**config.mk**
```make
export PLATFORM = sky130hd
export DESIGN_NAME = imem_loader
export DESIGN_NICKNAME = d
export VERILOG_FILES = /design/src/rtl/imem_loader.sv
export SDC_FILE = /design/constraint.sdc
export NUM_CORES = 2
export LEC_CHECK = 0
export BUFFER_PORTS_ARGS = -buffer_cell sky130_fd_sc_hd__buf_2
export CAP_MARGIN = 20
export CORE_ASPECT_RATIO = 1.2
export CORE_UTILIZATION = 49
export DETAILED_ROUTE_END_ITERATION = 16
export PLACE_DENSITY = 0.67
export SLEW_MARGIN = 10
export SYNTH_ARGS = -nofsm -noshare
export SYNTH_HDL_FRONTEND = slang
export SYNTH_SLANG_ARGS = --single-unit
```
**constraint.sdc**
```tcl
create_clock -name Clk_O -period 3 [get_ports Clk_O]
set_input_delay 0.45 -clock Clk_O [delete_from_list [all_inputs] [get_ports Clk_O]]
set_output_delay 0.45 -clock Clk_O [all_outputs]
set_load 0.01 [all_outputs]
```
**src/rtl/imem_loader.sv**
```systemverilog
// imem_loader: switch-loaded instruction RAM feeding the CPU, with debounced store
// button and LOAD/RUN mode control that holds the CPU while loading.
module imem_loader #(
  parameter int          DEPTH           = 256,
  parameter int          DEBOUNCE_CYCLES = 50000,
  parameter logic [7:0]  FILL            = 8'h00
) (
  input  logic       Clk_O,
  input  logic       Reset,
  input  logic       Mode,
  input  logic [7:0] Sw,
  input  logic       Store,
  input  logic [7:0] PC,
  output logic [7:0] Instruction,
  output logic [7:0] Load_Addr,
  output logic [8:0] Count,
  output logic       Full,
  output logic       Cpu_Hold
);
  localparam int AW = DEPTH > 1 ? $clog2(DEPTH) : 1;
  localparam int CW = $clog2(DEBOUNCE_CYCLES);
  typedef enum logic {LOAD, RUN} state_t;
  state_t state_q, state_d;
  logic mode_m_q, mode_s_q, store_m_q, store_s_q;
  logic store_stable_q, store_stable_d, store_pulse_q, store_pulse_d;
  logic [CW-1:0] db_cnt_q, db_cnt_d;
  logic [7:0] load_addr_q, load_addr_d, instr_q, instr_d;
  logic [8:0] count_q, count_d;
  logic differ, db_done, full, we, leave_run;
  logic [AW-1:0] wr_idx, rd_idx;
  logic [7:0] mem [DEPTH];

  assign wr_idx = load_addr_q[AW-1:0];
  assign rd_idx = PC[AW-1:0];

  always_comb begin
    state_d        = mode_s_q ? RUN : LOAD;
    differ         = store_s_q != store_stable_q;
    db_done        = differ && db_cnt_q == CW'(DEBOUNCE_CYCLES - 1);
    db_cnt_d       = (differ && !db_done) ? db_cnt_q + 1'b1 : '0;
    store_stable_d = db_done ? store_s_q : store_stable_q;
    store_pulse_d  = db_done && store_s_q;
    full           = count_q == 9'(DEPTH);
    leave_run      = state_q == RUN && !mode_s_q;
    // A press landing on the LOAD->RUN edge is dropped: the write needs LOAD that stays LOAD.
    we             = store_pulse_q && !full && state_q == LOAD && !mode_s_q;
    load_addr_d    = leave_run ? 8'd0 :
                     we ? (load_addr_q == 8'(DEPTH - 1) ? 8'd0 : load_addr_q + 8'd1) : load_addr_q;
    count_d        = leave_run ? 9'd0 : we ? count_q + 9'd1 : count_q;
    instr_d        = (state_q == RUN && {1'b0, PC} < count_q && {1'b0, PC} < 9'(DEPTH)) ? mem[rd_idx] : FILL;
  end

  always_ff @(posedge Clk_O or posedge Reset) begin
    if (Reset) begin
      state_q        <= LOAD;
      mode_m_q       <= 1'b0;
      mode_s_q       <= 1'b0;
      store_m_q      <= 1'b0;
      store_s_q      <= 1'b0;
      store_stable_q <= 1'b0;
      store_pulse_q  <= 1'b0;
      db_cnt_q       <= '0;
      load_addr_q    <= 8'd0;
      count_q        <= 9'd0;
      instr_q        <= FILL;
    end else begin
      state_q        <= state_d;
      mode_m_q       <= Mode;
      mode_s_q       <= mode_m_q;
      store_m_q      <= Store;
      store_s_q      <= store_m_q;
      store_stable_q <= store_stable_d;
      store_pulse_q  <= store_pulse_d;
      db_cnt_q       <= db_cnt_d;
      load_addr_q    <= load_addr_d;
      count_q        <= count_d;
      instr_q        <= instr_d;
    end
  end

  always_ff @(posedge Clk_O) begin
    if (we) mem[wr_idx] <= Sw;
  end

  assign Instruction = instr_q;
  assign Load_Addr   = load_addr_q;
  assign Count       = count_q;
  assign Full        = full;
  assign Cpu_Hold    = state_q != RUN;
endmodule
```
Word-level counts from Yosys, hierarchy flattened --
Memories as Yosys holds them, arrays and structs flattened. Index checks and enable logic that the tools add are counted.
Operators by class: add/sub/neg operators 3, order comparisons 1, equality and inequality tests 4, mux-type cells 10, bitwise gates (word level) 1, reduce and logical (&&, ||, !) cells 12
Operators with widths (count):
- $mux W8 | 4
- $mux W9 | 2
- $add A16 B1 Y16 const B | 1
- $eq A16 B16 Y1 const B | 1
- $mux W16 | 1
- $add A9 B1 Y9 const B | 1
- $eq A9 B9 Y1 const B | 1
- $lt A8 B9 Y1 | 1
- $add A8 B1 Y8 const B | 1
- $eq A8 B8 Y1 const B | 1
- $logic_and A1 B1 Y1 | 8
- $logic_not A1 Y1 | 3
- $mux W1 | 3
- $reduce_bool A2 Y1 | 1
- $ne A1 B1 Y1 | 1
- $not A1 Y1 | 1
Storage, ports and cells: bits in registers 48, memory bits (writable) 2048, input bits 20, output and inout bits 27, logic and storage cells 43, memories 1
Memory list:
- mem | depth 256, bits a word 8, read ports 1, clocked after memory_dff 0, write ports 1, line 31 | logic [7:0] mem [DEPTH];

Logic depth before layout (Yosys ltp) --
depth in word-level cells 7, depth in mapped cells 13, mapped depth without buffers 9

Worst setup path after synthesis --
No wires, ideal clock.
path kind input-to-reg, start point input port PC[0], end point register instr_q[4] (netlist: Instruction[4]), setup time 0.138 ns, arrival 2.427 ns, required time 2.862 ns, path slack 0.435 ns, stages 8, buffers on the path 3, cell sequence buf_6 > buf_8 > buf_2 > mux4_2 > o31ai_1 > o32ai_1 > nor3b_1 > or4_1
Between the ends: word-level cells in the longest chain between the ends 3, elaborated cells between the ends (all ways) 4, those cells by class order compare (1); mux (1); reduce/logical (1); memory (1)
RTL lines:
- from (decl) | line 13 | input logic [7:0] PC,
- branches (longest 2 deep; another with $mem_v2 Z256 W8)
- $mux W8 * | line 50 | instr_d = (state_q == RUN && {1'b0, PC} < count_q && {1'b0, PC} < 9'(DEPTH)) ? mem[rd_idx] : FILL;
- via instr_d[4] | line 27 | logic [7:0] load_addr_q, load_addr_d, instr_q, instr_d;
- to (signal assigned) | line 77 | instr_q <= instr_d;
- to (decl) | line 27
Mark *: on every way through the listed nets, which the timed path passes. A chain may end at the register's enable or synchronous reset.

Worst setup path in the final report --
start point input port PC[0], end point register instr_q[1] (netlist: Instruction[1])
The elaborated chain is that of the path after synthesis.

==> metrics.md <==
| Metric | Value |
|---|---|
| IO Pins | 47 |
| Clk Latency, worst-skew pair | roughly 840 ps |
| Status | finished, violations left |
| Worst Tran Pin Value | about 1200 ps |
| Reg2reg end | mem[122][7] |
| Hold Crit Depth | 1 |
| Sum Neg Setup Slack | -1.522 ps |
| DP HPWL | approximately 150,000 µm |
| Chip Height | approximately 450 µm |
| Via count | 44,529 |
| MaxCap Viol Count | 0 |
| Total grt overflow | 0 |
| I/O Buffers | between 40 and 50 |
| TritonCTS clock tree | done |
| Commonest non-fill, non-tap cell in the layout | edfxtp_1 |
| Cell area power density | roughly 630 nW/µm² |
| EDFF count, synth | just over 2,000 |
| Worst Path Max Fanout | 24 |
| RSZ-0062 raised after global routing | yes |
| Critical path class | primary input to flip-flop |
| VDD IR max | between 0.6 and 0.7 mV |
| Drt drc | 0 |
| Global-route wire length before repair | ~320,000 µm |
| Area of the multi-input gates | between 15,000 and 20,000 µm² |
| Largest net degree at the start of global routing | roughly 140 |
| Layout Skew | between 30 and 40 ps |
| Crit-path leading delay family | compound AO/OA/AOI/OAI gates |
| Post-route setup slack | -1.522 ps |
| Failing checks | setup timing |
| Synth warn | 0 |
| Hold WC Path Type | primary input to flip-flop |
| Hold Fails Final Rpt | 0 |
| Syn Inst Count | 4,212 |
| Routability congestion estimate from global placement | between 0.9 and 1 |
| Clk sinks | approximately 2,100 |
| 1st-pass router iterations | 6 |
| P&R area growth vs syn | 15.53% |
| CP Data Arrival Time | between 3000 and 4000 ps |
| Critical Path RT | about 3700 ps |
| CP endpoint kind | flip-flop |
| Slew Viols, Final | 0 |
| FILL cells | roughly 12,000 |
| Cell accounting for the most synthesized area | edfxtp_1 |
| Buf/Inv on CP | 4 |
| Leakage | ~31 nW |
| Post-synthesis sequential area ratio | about three quarters |
| Cell Area, Synth | slightly above 80,000 µm² |
| CTS max path bufs | 3 |
| Die area | about 170,000 µm² |
| Hold EP | mem[190][5] |
| Overall Global Routing Usage | between 20% and 30% |
| Core box area | approximately 170,000 µm² |
| Crit-path cells | buf_8, buf_12, buf_12, buf_4, mux4_2, o21a_1, o311ai_0, o31a_1, nand4_1 |
| Area share of the largest cell type after synthesis | roughly three quarters |
| Vias in the first global route | ~44,000 |
| Final setup fails | 1 |
| Share of cells above drive strength 1 | 25.31% |
| Synth top area cells | edfxtp_1 (75%), mux4_2 (9.7%), mux2i_1 (3.7%) |
| Row cnt | between 150 and 200 |
| Post-route ant nets | 0 |
| Syn Nets | about 4,200 |
| Place WS | -764.9 ps |
| Max-slew headroom | between 10% and 20% |
| Hold_sp | Sw[5] |
| Slowest CP cell | o311ai_0 |
| Clock transition at path regs | 60 ps |
| CP most frequent cell | buf_12 |
| Initial antenna violation count | 8 |
| Crit start category | primary input |
| Die W | 376.6 µm |
| Routed WL | ~230,000 µm |
| Slack of the worst reg-to-reg path | roughly 50 ps |
| Critical Path Source | PC[0] |
| Tot Pwr | between 0.05 and 0.06 W |
| Initial core utilization | 49.46% |
| Syn Area/Cell | about 20 µm² |
| Crit path time final | between 3000 and 4000 ps |
| Total CTS buffers | 188 |
| Routed len/inst | approximately 32 µm |
| Fin nets | 4,736 |
| CTS Root Cell | clkbuf_16 |
| Commonest cells after routing, fill and taps aside | edfxtp_1 (2,048), buf_4 (412), mux4_2 (355) |
| FFs w/ async S/R, synth | approximately 2.3% |
| FF+latch count, synth | between 2,000 and 2,500 |
| Startpoint of the worst register-to-register path | mode_s_q |
| Initial DRC count | 5,540 |
| Cell variety after synth | 70 |
| Ys flop type | edfxtp_1 |
| Worst reg-to-reg path cell count | 10 |
| H-tree levels | 4 |
| Final critical-path share of the clock period | 100.1% |
| Highest Clock Rate | 333.2 MHz |
| Vias/cell | 6.273 |
| Peak per-stage delay on the critical path | 960 ps |
| FF+latch area | roughly 63,000 µm² |
==> synth_stat cells, drive strengths merged, types with 18 or more instances <==
master,count
dfrtp,48
mux2i,308
nor3,40
a221o,36
nor2,332
a211oi,19
clkbuf,119
inv,18
a22oi,63
edfxtp,2048
o21ai,111
nand2,94
nand3,54
a221oi,109
a21oi,66
mux4,362
buf,140
==> through the flow <==
step                      hold slack, ps  utilization [%]  cell area, µm²  instances
after floorplan                    331.2                -           82510       4212
after global placement             338.2            53.42           89110       6747
after detailed placement           344.8            53.42           89120       6747
after CTS                          198.4            57.10           95250       7094
after global routing               214.7            57.13           95320       7097
final                              204.4            57.14           95320       7099
==> what timing repair did <==
item / CTS / global route
setup buffers: 0 / 1
hold buffers: 4 / 0
hold endpoints to repair: 62 / 0
gates cloned: 0 / 0
setup endpoints to repair: 3 / 110
resized for setup: 6 / 13
==> sequential cells by signal, summed over array words and instances (netlist names) <==
| name | flops |
|---|---|
| mode_s_q | 1 |
| mem | 2048 |
| db_cnt_q | 16 |
| store_s_q | 1 |
| state_q | 1 |
| store_pulse_q | 1 |
| mode_m_q | 1 |
| store_stable_q | 1 |
| Count | 9 |
| store_m_q | 1 |
| Instruction | 8 |
| Load_Addr | 8 |
==> worst reg2reg max path: cells and delay by family (launching register included) <==
kind,cells,cell delay (ps)
DFF,1,530
and+or+nand+nor,5,1180
buffers and inverters,5,840
==> power breakdown <==
| group | internal [W] | switching (W) |
|---|---|---|
| Sequential | 0.0321 | 0.0000223 |
| Combinational | 0.00130 | 0.00209 |
| Clock | 0.0136 | 0.0105 |
==> cells by family after synthesis <==
logic type / share of synthesized area, %
xor gates and xnor gates: 0.2123
DFF: 75.99
AOI/OAI and AO/OA: 4.452
buffers and inverters: 2.070
adders and majority gates: 0.2123
muxes: 13.87
and+or+nand+nor: 3.194
==> layer usage <==
metal | part of all wire, % | track usage, % | wire length [µm] | vias to the layer above
li1 | - | - | - | 18325
met1 | 37 | 35.36 | 84150 | 23348
met2 | 49 | 43.95 | 112600 | 2373
met3 | 9.2 | 5.138 | 20950 | 479
met4 | 4.7 | 12.45 | 10830 | 4
met5 | 0.030 | 0 | 69 | -
==> worst max-delay path by stage <==
stage | to | slack, ps | cells past startpoint
global route | mem[114][2] | -50 | 10
global placement | Instruction[5] | -850 | 11
detailed placement | Instruction[6] | -760 | 12
floorplan | Instruction[4] | 430 | 8
CTS | mem[167][6] | 6 | 9
finish | Instruction[1] | -2 | 9
==> area by class of cell <==
class / instances / share of cell area, %
sequential: 2096 / 65.78
multi-input combinational: 1837 / 19.13
timing repair buffer: 559 / 5.692
clock buffer: 240 / 5.282
tap: 2241 / 2.942
clock inverter: 103 / 1.087
inverter: 20 / 0.08401
antenna: 3 / 0.007876
Note: power is estimated with default switching activity, not from simulation.
